## config.mk

```make
export PLATFORM = sky130hd
export DESIGN_NAME = if_stage
export DESIGN_NICKNAME = d
export VERILOG_FILES = /design/src/rtl/if_stage.sv
export SDC_FILE = /design/constraint.sdc
export NUM_CORES = 1
export LEC_CHECK = 0
export CAP_MARGIN = 20
export CORE_UTILIZATION = 30
export DETAILED_ROUTE_END_ITERATION = 6
export PLACE_DENSITY = 0.74
export RECOVER_POWER = 100
export SKIP_LAST_GASP = 1
export SLEW_MARGIN = 40
export SYNTH_ARGS = -nofsm -noshare
export SYNTH_HDL_FRONTEND = slang
export SYNTH_SLANG_ARGS = --single-unit
```

## constraint.sdc

```tcl
create_clock -name clk -period 2 [get_ports clk]
set_input_delay 0.4 -clock clk [delete_from_list [all_inputs] [get_ports clk]]
set_output_delay 0.4 -clock clk [all_outputs]
set_load 0.02 [all_outputs]
```

## src/rtl/if_stage.sv

```systemverilog
// Instruction-fetch stage: holds the architectural PC, addresses instruction
// memory and registers the fetched word into the IF/ID pipeline register.
// Redirect priority: EX taken branch > stall > ID jump > sequential fetch.
module if_stage #(
    parameter logic [31:0] RESET_PC = 32'h0000_0000,
    parameter logic [31:0] NOP_WORD = 32'h0000_0000
) (
    input  logic        clk,
    input  logic        reset,
    input  logic        stall,
    input  logic        ex_branch_taken,
    input  logic [31:0] ex_branch_target,
    input  logic        id_jump,
    input  logic [31:0] id_jump_target,
    output logic [31:0] imem_addr,
    input  logic [31:0] imem_rdata,
    output logic [31:0] pc,
    output logic [31:0] if_id_instr,
    output logic [31:0] if_id_pc4,
    output logic        if_id_valid,
    output logic [31:0] fetch_count,
    output logic        misaligned
);

    typedef enum logic [1:0] {
        SEL_SEQ,
        SEL_BRANCH,
        SEL_HOLD,
        SEL_JUMP
    } sel_t;

    sel_t        sel;
    logic [31:0] pc_plus4;
    logic [31:0] redirect_raw;
    logic [31:0] redirect_pc;
    logic        redirect_bad;

    // Fetch address is the PC itself; the only combinational output path.
    assign imem_addr = pc;
    assign pc_plus4  = pc + 32'd4;

    // Next-PC source selection; a branch outranks a stall because the branch
    // is older than the stalled ID instruction.
    always_comb begin
        sel          = SEL_SEQ;
        redirect_raw = '0;
        if (ex_branch_taken) begin
            sel          = SEL_BRANCH;
            redirect_raw = ex_branch_target;
        end else if (stall) begin
            sel = SEL_HOLD;
        end else if (id_jump) begin
            sel          = SEL_JUMP;
            redirect_raw = id_jump_target;
        end
        redirect_pc  = {redirect_raw[31:2], 2'b00};
        redirect_bad = |redirect_raw[1:0];
    end

    // PC, IF/ID register, retired-fetch counter and sticky misalignment flag.
    always_ff @(posedge clk) begin
        if (reset) begin
            pc          <= RESET_PC;
            if_id_instr <= NOP_WORD;
            if_id_pc4   <= '0;
            if_id_valid <= 1'b0;
            fetch_count <= '0;
            misaligned  <= 1'b0;
        end else begin
            case (sel)
                SEL_BRANCH, SEL_JUMP: begin
                    pc          <= redirect_pc;
                    if_id_instr <= NOP_WORD;
                    if_id_pc4   <= '0;
                    if_id_valid <= 1'b0;
                    if (redirect_bad) begin
                        misaligned <= 1'b1;
                    end
                end
                SEL_HOLD: begin
                    pc          <= pc;
                    if_id_instr <= if_id_instr;
                    if_id_pc4   <= if_id_pc4;
                    if_id_valid <= if_id_valid;
                end
                default: begin
                    pc          <= pc_plus4;
                    if_id_instr <= imem_rdata;
                    if_id_pc4   <= pc_plus4;
                    if_id_valid <= 1'b1;
                    fetch_count <= fetch_count + 32'd1;
                end
            endcase
        end
    end

endmodule

```

Word-level counts from Yosys, hierarchy flattened --
Cells that the tools add are included.
Operators by class: $add $sub $neg 2, equal/unequal tests 3, multiplexer cells 10, reduce and logical (&&, ||, !) cells 4
Operators with widths (count):
- $pmux 32 s2 | 3
- $mux 32 | 3
- $add 32x1->32 const B | 1
- $add 32x3->32 const B | 1
- $mux 2 | 3
- $eq 2x2->1 const B | 2
- $reduce_or 2->1 | 2
- $reduce_or 3->1 | 1
- $eq 2x1->1 const B | 1
- $pmux 1 s2 | 1
- $reduce_and 2->1 | 1
Word-level totals: register bits after elaboration 130, input port bits 101, output and inout port bits 162, logic and storage cells 25

Longest topological paths before layout --
Gate-level depths: netlist of run 1.
word-level depth 6, mapped depth 7, gate-level depth less buffers 6

Worst setup path after synthesis of run 1 --
OpenSTA, ideal clock, no wires.
path type register to register, start reg pc[12], in the netlist imem_addr[12], end reg pc[25], in the netlist imem_addr[25], setup time 0.122 ns, arrival time 2.163 ns, slack -0.286 ns, cell stages (with the launch flop) 8, path buffers 2, clock period less this slack 2.286 ns, path through dfxtp_1 -> buf_2 -> nand3_2 -> or4_4 -> buf_6 -> or4_4 -> o21bai_2 -> o2bb2a_1
On the way: cells in the longest elaborated chain, start to end 2
RTL lines:
- start: declaration | RTL line 17 | output logic [31:0] pc,
- start signal: assignment | RTL line 72 | pc <= redirect_pc;
- start signal: assignment | RTL line 81 | pc <= pc;
- start signal: assignment | RTL line 87 | pc <= pc_plus4;
- $add 32x3->32 | RTL line 40 | assign pc_plus4 = pc + 32'd4;
- $pmux 32 s2 | RTL line 70 | case (sel)
No other way between the ends. A chain may end at the register's enable or synchronous reset.

Worst setup path in the final report of run 1 --
start reg pc[7], in the netlist imem_addr[7], end reg pc[18], in the netlist imem_addr[18]
The elaborated chain is that of the path after synthesis.

==> qor.yml, run 1 <==
synth_top_cell_area_share_pct: 40.0
run_status: "finished with violations"
worst_setup_hold_path_clk_slew_ns: 0.06
power.density_cell_area_mw_per_mm2: 674
detail_route.first_pass.iterations: 5
clock_tree.buffer_depth: 2
fin_total_pwr_mw: 6.65
globalRouteTotalUtil_pct: 19.3
maxSlewViolCount: 0
clock_skew_ns: 0.00586
syn_avg_cell_area_sq_um: 7.98
drc_violation_total_after_the_first_tritonroute_iteration: 349
cellLeakagePower_nw: 3.82
wl_um: 21500
dominantRegCellSynth: "dfxtp_1"
clock-root-buffer: "clkbuf_16"
synth_cell_types: 55
worstPathArrival_ns: 2.33
utilization_pct: 48.3
synthTopCellsByCount: "126 x dfxtp_1, 102 x nor2_1, 67 x nand2_1"
synthMostInstantiatedCell: "dfxtp_1"
rows: 52
post_synth_inst_count: 790
setup_viol_count_final: 1
initial_utilization_pct: 30.8
regToRegSetupSlack_ns: -0.01
synthTopCellsByArea: "dfxtp_1 40%, nor2_1 6.1%, a22oi_1 5.1%"
worstMarginPinSlew_ns: 0.711
ant_nets: 0
class_of_the_tightest_hold_or_removal_check: "input port to flip-flop"
post_route_cells_drive_above_1_share_pct: 13.0
antenna_found_initial: 1
layout_setup_ws_ns: -0.0106
rsz0062_at_grt: "yes"
gr-usage-met2_pct: 33.0
grt_busiest_layer: "met2"
tritoncts_clock_tree: "built"
die_height_um: 147
placement.io_buffers: 256
grt_remaining_overflow: 0
drt-vias-per-instance: 4.99
setup.worst_path.start_class: "flip-flop"
final_net_count: 1165
vdd_drop_max_mv: 0.553
syn_area_sq_mm: 0.00630
category_of_the_critical_setup_timing_path: "flip-flop to flip-flop"
max-cap-violations: 0
global_routing_met3_resource_utilization_pct: 6.58
routabilityCongestion: 0.897
power_report.internal_total_mw: 4.85
p_comb_share_pct: 17.6
synth.yosys.seq_area_share_pct: 40.0
synth-async-reset-ratio_pct: 0
critical_path.max_fanout: 6
grt_pass1_wl_um: 32800
finalSetupTns_ns: -0.0106
part_of_the_cycle_the_worst_path_needs_pct: 101
synthesis.yosys.warnings: 0
grt.met1_usage_pct: 22.7
period_minus_slack_ns: 2.01
power.switching_mw: 1.81
vias_in_the_first_global_route: 6146
cts_inserted_buffers: 17
max_clock_freq_mhz: 497
violations: "setup timing"
worstPathRequired_ns: 2.32
relSlewSlack_pct: 52.6
seq_power_share_pct: 39.7
flow.area_growth_from_synthesis_pct: 56.6
synth_enable_flop_cells: 0
dpl-instance-area_sq_mm: 0.00945
antennaDiodeCount: 0
synth_area_leader_cell: "dfxtp_1"
crit_path_end_kind: "flip-flop"
design_area_sq_mm: 0.00987
floorplan.io_pins: 263
detail_route.wl_per_cell_um: 16.0
num_vias: 6704
share_clk_of_total_power_pct: 42.6
synth_seq_cells: 126
clock_latency_ns: 0.41
grt_max_degree: 69
htreeDepth: 4
switching_share_pct: 27.1
dp.final_hpwl_um: 15800
floorplan.die_area_sq_mm: 0.0216
die-width_um: 147
finalHoldViolCount: 0
drc_violations_left: 0
clock_sinks: 126
core_region_area_sq_mm: 0.0204
-- what timing repair did --
action / in CTS / in global routing
pin swaps: 0 / 1
hold buffers: 0 / 0
setup endpoints to repair: 1 / 19
hold endpoints to repair: 0 / 0
setup buffers: 0 / 0
resized for setup: 1 / 12
-- power groups by stage --
stage	combinational (mW)	clock (mW)	sequential, mW
5_1_grt	1.26	3.02	2.65
6_report	1.17	2.84	2.64
3_5_place_dp	1.21	0	2.70
2_1_floorplan	0.494	0	2.81
3_3_place_gp	1.20	0	2.70
4_1_cts	1.22	2.91	2.64
-- placed cells by master (no fill, tap or decap), drive strengths merged, types with 5 or more instances in the layout --
master and n:
mux2 6, inv 21, nand4 15, or4 5
xor2 14, nor2b 13, and4 7, nor3 25
nand3 25, clkbuf 48, conb 6, o21ai 62
a211oi 6, dfxtp 126, mux2i 8, nor2 102
dlygate4sd3 83, nand2 69, clkdlybuf4s50 160, a21oi 53
a22oi 43, xnor2 33, buf 66, clkinvlp 5
nor4 19, o22ai 6
-- final cells by class --
type / instances / area [sq um]
clock buffers: 20 / 437
inverters: 21 / 78.8
multi-input cells: 559 / 3260
clock inverters: 10 / 95.1
flip-flops and latches: 126 / 2540
fillers: 2006 / 10600
repair buffers: 337 / 3120
well taps: 270 / 338
-- cells by family (layout without fill, tap and decap cells) --
group                      Yosys count  count (layout)  synth area share [%]
DFF                                126             126                  40.0
and+or+nand+nor                    297             297                  23.0
AOI/OAI and AO/OA                  193             193                  18.8
xor gates and xnor gates            47              47                  6.53
muxes                               14              14                  2.34
buffers and inverters              110             388                  8.90
other                                1               6                0.0595
adders and majority gates            2               2                 0.397
-- stage by stage --
step           setup slack [ns]  instances  hold WS [ns]
6_report                -0.0106       1343         0.371
4_1_cts                 0.00238       1343         0.342
3_5_place_dp             -0.177       1313         0.443
2_1_floorplan            -0.109        795         0.508
3_3_place_gp             -0.137       1313         0.432
5_1_grt                 -0.0683       1343         0.373
-- flip-flops by register name, indices dropped and copies added (netlist names) --
name / count
misaligned: 1
fetch_count: 32
if_id_instr: 32
imem_addr: 30
if_id_valid: 1
if_id_pc4: 30
-- final timing paths --
| path | start | cells after the start | endpoint |
|---|---|---|---|
| max | imem_addr[7] | 5 | imem_addr[18] |
| min | reset | 2 | imem_addr[24] |
| max reg2reg | imem_addr[7] | 5 | imem_addr[18] |
| min reg2reg | if_id_valid | 2 | if_id_valid |
-- layer usage --
| metal | up-vias | wire length (um) |
|---|---|---|
| met5 | - | 13 |
| met1 | 3099 | 8900 |
| met2 | 285 | 10300 |
| li1 | 3287 | - |
| met4 | 2 | 350 |
| met3 | 31 | 1940 |
-- worst max-delay path, stage by stage (launching register included) --
cell      delay (ns)
dfxtp_1         0.40
nand3_2         0.16
or4_1           0.72
nor4_4          0.26
o21ai_0         0.14
a211oi_1        0.25
(Power assumes the default switching activity.)
==> run 2, diff against run 1 <==
--- a/config.mk
+++ b/config.mk
@@ -8,7 +8,7 @@
 export CAP_MARGIN = 20
 export CORE_UTILIZATION = 30
 export DETAILED_ROUTE_END_ITERATION = 6
-export PLACE_DENSITY = 0.74
+export PLACE_DENSITY = 0.72
 export RECOVER_POWER = 100
 export SKIP_LAST_GASP = 1
 export SLEW_MARGIN = 40
==> constraint.sdc (replaced) <==
create_clock -name clk -period 2.6 [get_ports clk]
set_input_delay 0.52 -clock clk [delete_from_list [all_inputs] [get_ports clk]]
set_output_delay 0.52 -clock clk [all_outputs]
set_load 0.02 [all_outputs]
==> qor.yml, run 2 (synthesis results as in run 1) <==
largestRegisters: "fetch_count: 32 flops, if_id_instr: 32 flops"
finalSetupTns_ns: 0  # +0.0106 ns
final_net_count: 1121  # -3.8%
layout_commonest_cell: "dlygate4sd3_1"
cts_post_setup_buffers_inserted: 0  # unchanged
clock_tree.buffer_depth: 2  # unchanged
drc_violations_left: 0  # unchanged
setup_viol_count_final: 0  # -1
vias_in_the_first_global_route: 6352  # +3.4%
cts-resized-gates: 0  # -1
tritoncts_clock_tree: "built"
vdd_drop_max_mv: 0.521  # -5.9%
clock_skew_ns: 0.00915  # +0.00329 ns
class_of_the_tightest_hold_or_removal_check: "flip-flop to flip-flop"
startpoint: "imem_addr[17]"
timing.critical_path.to: "imem_addr[25]"
worstMarginPinSlew_ns: 1.04  # +0.331 ns
detail_route.wl_per_cell_um: 16.7  # +4.4%
worst_setup_hold_path_clk_slew_ns: 0.06  # about the same
core_region_area_sq_mm: 0.0204  # unchanged
power.density_cell_area_mw_per_mm2: 542  # -20%
period_minus_slack_ns: 2.50  # +0.494 ns
placement.io_buffers: 256  # unchanged
max-cap-violations: 0  # unchanged
run_status: "finished clean"
regToRegSetupSlack_ns: 0.1  # +0.11 ns
die_height_um: 147  # unchanged
part_of_the_cycle_the_worst_path_needs_pct: 96.3  # -4.2 points
drt-vias-per-instance: 5.06  # +1.3%
maxSlewViolCount: 0  # unchanged
worstPathRequired_ns: 2.90  # +0.58 ns
crit_path_max_incr_delay_ns: 0.67  # -0.05 ns
initial_utilization_pct: 30.8  # unchanged
crit_path_end_kind: "flip-flop"
grt_max_degree: 103  # +49%
rsz0062_at_grt: "no"
grt_pass1_wl_um: 33900  # +3.5%
ant_nets: 0  # unchanged
finalHoldViolCount: 0  # unchanged
rows: 52  # unchanged
power_report.internal_total_mw: 3.70  # -24%
gr-usage-met2_pct: 34.3  # +1.4 points
setup.worst_path.start_class: "flip-flop"
global_routing_met3_resource_utilization_pct: 7.30  # +0.71 points
num_vias: 6593  # -1.7%
p_comb_share_pct: 15.8  # -1.8 points
globalRouteTotalUtil_pct: 20.0  # +0.69 points
cts.hold.buffers_added: 0  # unchanged
worst_r2r_startpoint: "imem_addr[17]"
layout_common_cells: "157 x dlygate4sd3_1, 126 x dfxtp_1, 102 x nor2_1"
post_route_cells_drive_above_1_share_pct: 7.76  # -5.3 points
max_clock_freq_mhz: 399  # -20%
switching_share_pct: 28.3  # +1.2 points
drc_violation_total_after_the_first_tritonroute_iteration: 368  # +5.4%
seq_power_share_pct: 39.7  # about the same
grt_busiest_layer: "met2"
cts_inserted_buffers: 17  # unchanged
ff2ff_path_depth: 5  # unchanged
layout_setup_ws_ns: 0.0958  # +0.106 ns
fin_total_pwr_mw: 5.17  # -22%
category_of_the_critical_setup_timing_path: "flip-flop to flip-flop"
routabilityCongestion: 0.862  # -3.8%
grt.met1_usage_pct: 22.9  # +0.23 points
critical_path_depth: 5  # unchanged
htreeDepth: 4  # unchanged
antenna_found_initial: 3  # +2
cp_common_cell: "or4_1"
cellLeakagePower_nw: 3.79  # -0.73%
dp.final_hpwl_um: 15500  # -1.9%
clock_latency_ns: 0.42  # about the same
kind_of_cell_adding_the_most_delay_to_the_critical_path: "simple AND/OR/NAND/NOR gates"
grt_remaining_overflow: 0  # unchanged
floorplan.io_pins: 263  # unchanged
crit_buf_inv: 0  # unchanged
timing.critical_path.cells: "nand3_1 > or4_1 > or4_1 > o21bai_2 > o2bb2a_1"
slowest_stage_cell_cp: "or4_1"
wl_um: 21800  # +1.4%
floorplan.die_area_sq_mm: 0.0216  # unchanged
r2r-end: "imem_addr[25]"
worstPathArrival_ns: 2.81  # +0.48 ns
post-place-ws_ns: 0.264  # +0.441 ns
clock-root-buffer: "clkbuf_16"
relSlewSlack_pct: 30.4  # -22 points
power.switching_mw: 1.46  # -19%
critical_path.max_fanout: 10  # +4
flow.area_growth_from_synthesis_pct: 51.3
clock_sinks: 126  # unchanged
share_clk_of_total_power_pct: 44.5  # +1.9 points
die-width_um: 147  # unchanged
detail_route.first_pass.iterations: 6  # +1
[run 2: cell types whose count changed in the layout (fill, tap and decap cells not counted), sizes merged, moves of 2 or more]
cell           before  now
buf                66   28
clkbuf             48   30
clkdlybuf4s50     160   96
clkinv              4    2
diode               0    3
dlygate4sd3        83  157
inv                21   26
[run 2: worst register-to-register path, delay by kind of cell, from the launching register on]
kind | cells | cell delay (ns)
AND/OR/NAND/NOR | 3 | 1.52
flip-flops | 1 | 0.46
AO/OA/AOI/OAI | 2 | 0.41
[run 2: how the worst min path moves through the flow]
stage               slack (ns)  cells past startpoint       endpoint          start
floorplan                 0.52                      2  if_id_pc4[21]  if_id_pc4[21]
global placement          0.44                      2  if_id_pc4[30]  if_id_pc4[30]
detailed placement        0.44                      2    if_id_valid    if_id_valid
CTS                       0.45                      2    if_id_valid    if_id_valid
global route              0.48                      2  if_id_pc4[28]  if_id_pc4[28]
finish                    0.45                      2  if_id_pc4[17]  if_id_pc4[17]
[run 2: routing by layer]
metal	wire length, um	share of wire, %
met5	0	0
met4	326	1.5
met3	2090	9.6
met2	10600	48
met1	8860	41
[run 2: final cells by class]
class	instances	area, sq um
repair buffers	293	2810
well taps	270	338
diodes	3	7.51
flip-flops and latches	126	2520
fillers	2022	10900
multi-input cells	559	3210
inverters	21	78.8
clock buffers	18	429
clock inverters	14	135
[run 2: power by group through the flow]
stage	Combinational (mW)	Sequential (mW)	Clock (mW)
finish	0.817	2.05	2.30
global route	0.879	2.06	2.43
CTS	0.864	2.05	2.35
detailed placement	0.859	2.09	0
global placement	0.850	2.09	0
floorplan	0.376	2.16	0
[run 2: stage by stage]
| stage | util [%] | cell area [sq um] | std cells | hold slack (ns) |
|---|---|---|---|---|
| after global routing | 46.6 | 9530 | 1301 | 0.477 |
| after CTS | 47.0 | 9600 | 1301 | 0.454 |
| final | 46.7 | 9530 | 1304 | 0.448 |
| after global placement | 44.2 | 9040 | 1269 | 0.436 |
| after detailed placement | 44.2 | 9040 | 1269 | 0.442 |
| after floorplan | - | 6320 | 795 | 0.521 |
==> run 3, diff against run 2 <==
--- a/config.mk
+++ b/config.mk
@@ -5,6 +5,7 @@
 export SDC_FILE = /design/constraint.sdc
 export NUM_CORES = 1
 export LEC_CHECK = 0
+export ABC_CLOCK_PERIOD_IN_PS = 2600
 export CAP_MARGIN = 20
 export CORE_UTILIZATION = 30
 export DETAILED_ROUTE_END_ITERATION = 6
==> results of run 3 <==
Final layout, timing and power as in run 2 (identical DEF).
==> RTL edit 1: new RTL, settings of run 3 <==
Make the reset (`reset`) asynchronous in one clocked block.
--- a/src/rtl/if_stage.sv
+++ b/src/rtl/if_stage.sv
@@ -59,5 +59,5 @@
 
     // PC, IF/ID register, retired-fetch counter and sticky misalignment flag.
-    always_ff @(posedge clk) begin
+    always_ff @(posedge clk or posedge reset) begin
         if (reset) begin
             pc          <= RESET_PC;
Formal check against the unedited RTL: differs if reset is asserted again (counterexample within 4 cycles, from zero or initial values and one cycle with reset high); with reset held inactive, the same outputs for 4 cycles.
==> RTL edit 1 against run 3 <==
- clock power increased by 7%
- cell area increased by 2.8%
- power increased by 18%
- critical endpoint is now if_id_instr[21]
- routed wire length decreased by 1.7%
- fmax increased by 5.0%
- first-iteration DRC count decreased by 15%
- combinational power increased by 60%
- sequential cell count unchanged
- worst setup slack improved by 0.12 ns
- highest routed layer unchanged
- cell count decreased by 11%
- critical path type is now in -> reg
- synthesized area increased by 1.3%
- core utilization increased by 0.99 points
==> RTL edit 1: results (changes against run 3) <==
| Metric | Value |
|---|---|
| Post-synth top flop | dfrtp_1 |
| Placed Area | 9296 sq um (+2.9%) |
| Sequential share of the synthesized area | 0.4939 (+0.09361) |
| Fillers | 1962 (-3.0%) |
| Worst Hold Launch | misaligned |
| Worst r2r src | imem_addr[8] |
| # clk buffers | 17 (-1) |
| Register area | 3153 sq um (+25%) |
| Signal buf overhead | 0.2946 (-0.0005837) |
| Crit. Startpoint | stall |
| PnR worst setup slack | 0.2149 ns (+0.1191 ns) |
| Die Width | 147.9 um (+0.64%) |
| Sw frac | 0.3028 (+0.01973) |
| Dpl hpwl | 15.80 mm (+1.6%) |
| Drt via density | 5.120 (+1.3%) |
| Vias in the first global route | 5825 (-8.3%) |
| Critical path's slowest cell | dlygate4sd3_1 |
| Worst Path Max Fanout | 28 (+18) |
| Multi-input gate count | 413 (-26%) |
| Worst Setup EP | if_id_instr[21] |
| Data arrival, critical path | 2.73 ns (-0.08 ns) |
| Final WL | 21.46 mm (-1.7%) |
| Worst Max-Slew Pin Slew | 1.356 ns (+0.3140 ns) |
| Proportion of layout cells with a drive suffix above 1 | 0.09029 (+0.01270) |
| Multi-input gate area | 2754 sq um (-14%) |
| Layout area overhead | 53.51% |
| Most frequent cells after synthesis | 126 x dfrtp_1, 54 x a22o_1, 49 x nand2_1 |
| Leakage power | 4.435 nW (+17%) |
| Sw Pwr | 0.001840 W (+26%) |
| Async SR Flop Fraction | 1.000 (+1.000) |
| Antenna Cells | 1 (-2) |
| Hold WS | 0.4694 ns (+0.02142 ns) |
| Placed Instances | 1124 (-11%) |
| R2r setup slk | 0.32 ns (+0.22 ns) |
| Gr usage total | 0.1984 (-0.001816) |
| Worst-case vdd ir drop | 0.0003789 V (-27%) |
| Nonclk inv count | 14 (-33%) |
| Non-clock buffer instance count of the final layout | 301 (+2.7%) |
| Largest net degree at the start of global routing | 93 (-9.7%) |
| Syn Area/Cell | 10.26 sq um (+29%) |
| Logic pwr share | 0.216 (+0.058) |
| Clk cell area share | 0.06244 (+0.003250) |
| Outcome | finished clean |
| Initial antenna violation count | 1 (-2) |
| Worst hold path depth | 1 (-1) |
| Worst Clk Skew | 0.01122 ns (+0.002070 ns) |
[RTL edit 1: cell count changes in the layout (fill, tap and decap cells not counted), sizes merged, moves of 9 or more]
cell and delta:
a22oi -29, a22o +53, inv -9, dfxtp -126
nor2b -11, o21ai -33, dfrtp +126, nand2 -20
nor4 -15, a21oi -34, nor2 -58
[RTL edit 1: logic make-up after synthesis]
family	after synthesis	share of synthesized area
muxes	12	0.01901
AOI/OAI and AO/OA	156	0.1817
DFF	126	0.4939
xor gates and xnor gates	58	0.07958
and+or+nand+nor	179	0.1474
other	1	0.0005874
buffers and inverters	88	0.07389
adders and majority gates	2	0.003919
[RTL edit 1: routing by layer]
metal / vias to the layer above / routed length, um / GRT usage
met5: - / 0 / 0
li1: 2756 / - / -
met1: 2877 / 9372 / 0.2592
met3: 31 / 1679 / 0.05309
met4: 0 / 467 / 0.07887
met2: 260 / 9935 / 0.3113
==> RTL edit 2: new RTL, config.mk and constraints of run 3 <==
Made on the original files. Register the output `fetch_count` once more, with the module's reset; this adds one clock of latency there. The other outputs are not delayed to match.
--- a/src/rtl/if_stage.sv
+++ b/src/rtl/if_stage.sv
@@ -29,4 +29,6 @@
         SEL_JUMP
     } sel_t;
+
+    logic [31:0] fetch_count_s0;
 
     sel_t        sel;
@@ -65,5 +67,5 @@
             if_id_pc4   <= '0;
             if_id_valid <= 1'b0;
-            fetch_count <= '0;
+            fetch_count_s0 <= '0;
             misaligned  <= 1'b0;
         end else begin
@@ -89,5 +91,5 @@
                     if_id_pc4   <= pc_plus4;
                     if_id_valid <= 1'b1;
-                    fetch_count <= fetch_count + 32'd1;
+                    fetch_count_s0 <= fetch_count_s0 + 32'd1;
                 end
             endcase
@@ -95,4 +97,12 @@
     end
 
+    always_ff @(posedge clk) begin
+        if (reset) begin
+            fetch_count <= '0;
+        end else begin
+            fetch_count <= fetch_count_s0;
+        end
+    end
+
 endmodule
 
Behaviour: not the same (Yosys sat finds a counterexample within 4 cycles, from zero or initial values and one cycle with reset high).
==> RTL edit 2 against run 3 <==
- the run now ends with capacitance limit, slew limit left
- power increased by 12%
- via count grew 4.5%
- largest power group is now sequential cells
- synthesized area rose by 15%
- critical path depth rose by 3
- first-iteration DRC count did not move
- non-clock buffer count decreased by 4
- sequential cell count up 32
- worst setup slack improved by 0.17 ns
- cell count increased by 7.1%
- clock power rose by 3%
- cell area up 9.6%
- routed wire length rose by 6.7%
==> RTL edit 2: results (changes against run 3) <==
| Metric | Value |
|---|---|
| Sw frac | 0.2826 (-0.0005039) |
| Fillers | 2371 (+17%) |
| Leakage power | 4.222 nW (+11%) |
| Clk power | 0.00237 W (+3%) |
| Top post-synthesis cells by area | dfxtp_1 44%, nor2_1 5.3%, a22oi_1 3.9% |
| Gr usage total | 0.1889 (-0.01128) |
| Non-clock buffer instance count of the final layout | 289 (-1.4%) |
| Data arrival, critical path | 2.69 ns (-0.12 ns) |
| R2r setup slk | 0.39 ns (+0.29 ns) |
| Worst Path Max Fanout | 25 (+15) |
| Pwr Density | 551.4 nW/um^2 (+1.8%) |
| Signal buf overhead | 0.2686 (-0.02653) |
| Initial antenna violation count | 4 (+1) |
| Nonclk inv count | 16 (-24%) |
| Cell Rows | 56 (+7.7%) |
| Placed Instances | 1364 (+7.5%) |
| Seq/total area | 0.3026 (+0.03804) |
| Logic pwr share | 0.143 (-0.015) |
| Synth cell types | 68 (+24%) |
| Maximum clock insertion buffer count | 2 (unchanged) |
| Count of pins over their slew limit | 89 (+89) |
| Outcome | complete, but fails checks |
| Largest regs | fetch_count (32), fetch_count_s0 (32), if_id_instr (32) |
| Most frequent cells after synthesis | 158 x dfxtp_1, 103 x nor2_1, 71 x nand2_1 |
| Final net count | 1167 (+4.1%) |
| Worst-case vdd ir drop | 0.0004199 V (-19%) |
| Dpl hpwl | 17.15 mm (+10%) |
| First-pass GRT wire length | 36.11 mm (+6.5%) |
| Multi-input gate count | 582 (+4.1%) |
| Placed Area | 9971 sq um (+10%) |
| RD Place Congestion | 0.8559 (-0.72%) |
| Total number of vias | 6891 (+4.5%) |
| Hold/Removal Path Class | in -> reg |
| Worst Clk Skew | 0.009739 ns (+0.0005884 ns) |
| Multi-input gate area | 3475 sq um (+8.3%) |
| Clock sinks | 158 (+25%) |
| Violated checks | capacitance limit, slew limit |
| Clk cell area share | 0.05219 (-0.006996) |
| Vias in the first global route | 6629 (+4.4%) |
| Cells after synthesis | 842 (+6.6%) |
| Worst Max-Slew Pin Slew | 1.702 ns (+0.6595 ns) |
| Antenna Cells | 1 (-2) |
| Proportion of layout cells with a drive suffix above 1 | 0.08271 (+0.005119) |
| Maxcap violations | 1 (+1) |
| Multi-input gate share of total cell area | 0.3324 (-0.004198) |
| Largest net degree at the start of global routing | 89 (-14%) |
==> RTL edit 2: cells by family after synthesis <==
group / Yosys count / synth area share
multiplexers: 14 / 0.02078
XOR/XNOR: 42 / 0.05090
AO/OA/AOI/OAI: 190 / 0.1666
buffers and inverters: 107 / 0.08258
AND/OR/NAND/NOR: 328 / 0.2375
adder cells (fa/ha/maj): 2 / 0.003462
other: 1 / 0.0005189
flip-flops: 158 / 0.4377
==> RTL edit 2: path summary, 6_finish.rpt <==
kind                 from       endpoint  cells after the start
max               id_jump  imem_addr[19]                      8
min                 reset  imem_addr[14]                      2
max reg2reg  imem_addr[3]  imem_addr[30]                      6
min reg2reg   if_id_valid    if_id_valid                      2
==> RTL edit 2: worst max-delay path, stage by stage <==
cell and delay [ns]:
dlygate4sd3_1 0.64, buf_12 0.21, nor2b_1 0.18, nor2_1 0.13, clkbuf_1 0.40, nand2_1 0.20, a31o_2 0.25, a2bb2oi_1 0.14
==> RTL edit 2: metrics by stage <==
stage / hold slack [ns] / setup slack (ns)
2_1_floorplan: 0.4516 / 0.4902
3_3_place_gp: 0.4369 / 0.1022
3_5_place_dp: 0.4391 / 0.1138
4_1_cts: 0.3793 / 0.3419
5_1_grt: 0.3819 / 0.1417
6_report: 0.3686 / 0.2685
==> RTL edit 2: per-layer routing <==
layer | global-route usage | routed length (um) | share of wire
met3 | 0.06580 | 2148 | 0.092
met2 | 0.3133 | 10950 | 0.47
met5 | 0 | 30 | 0.0013
met4 | 0.05039 | 312 | 0.013
met1 | 0.2310 | 9852 | 0.42
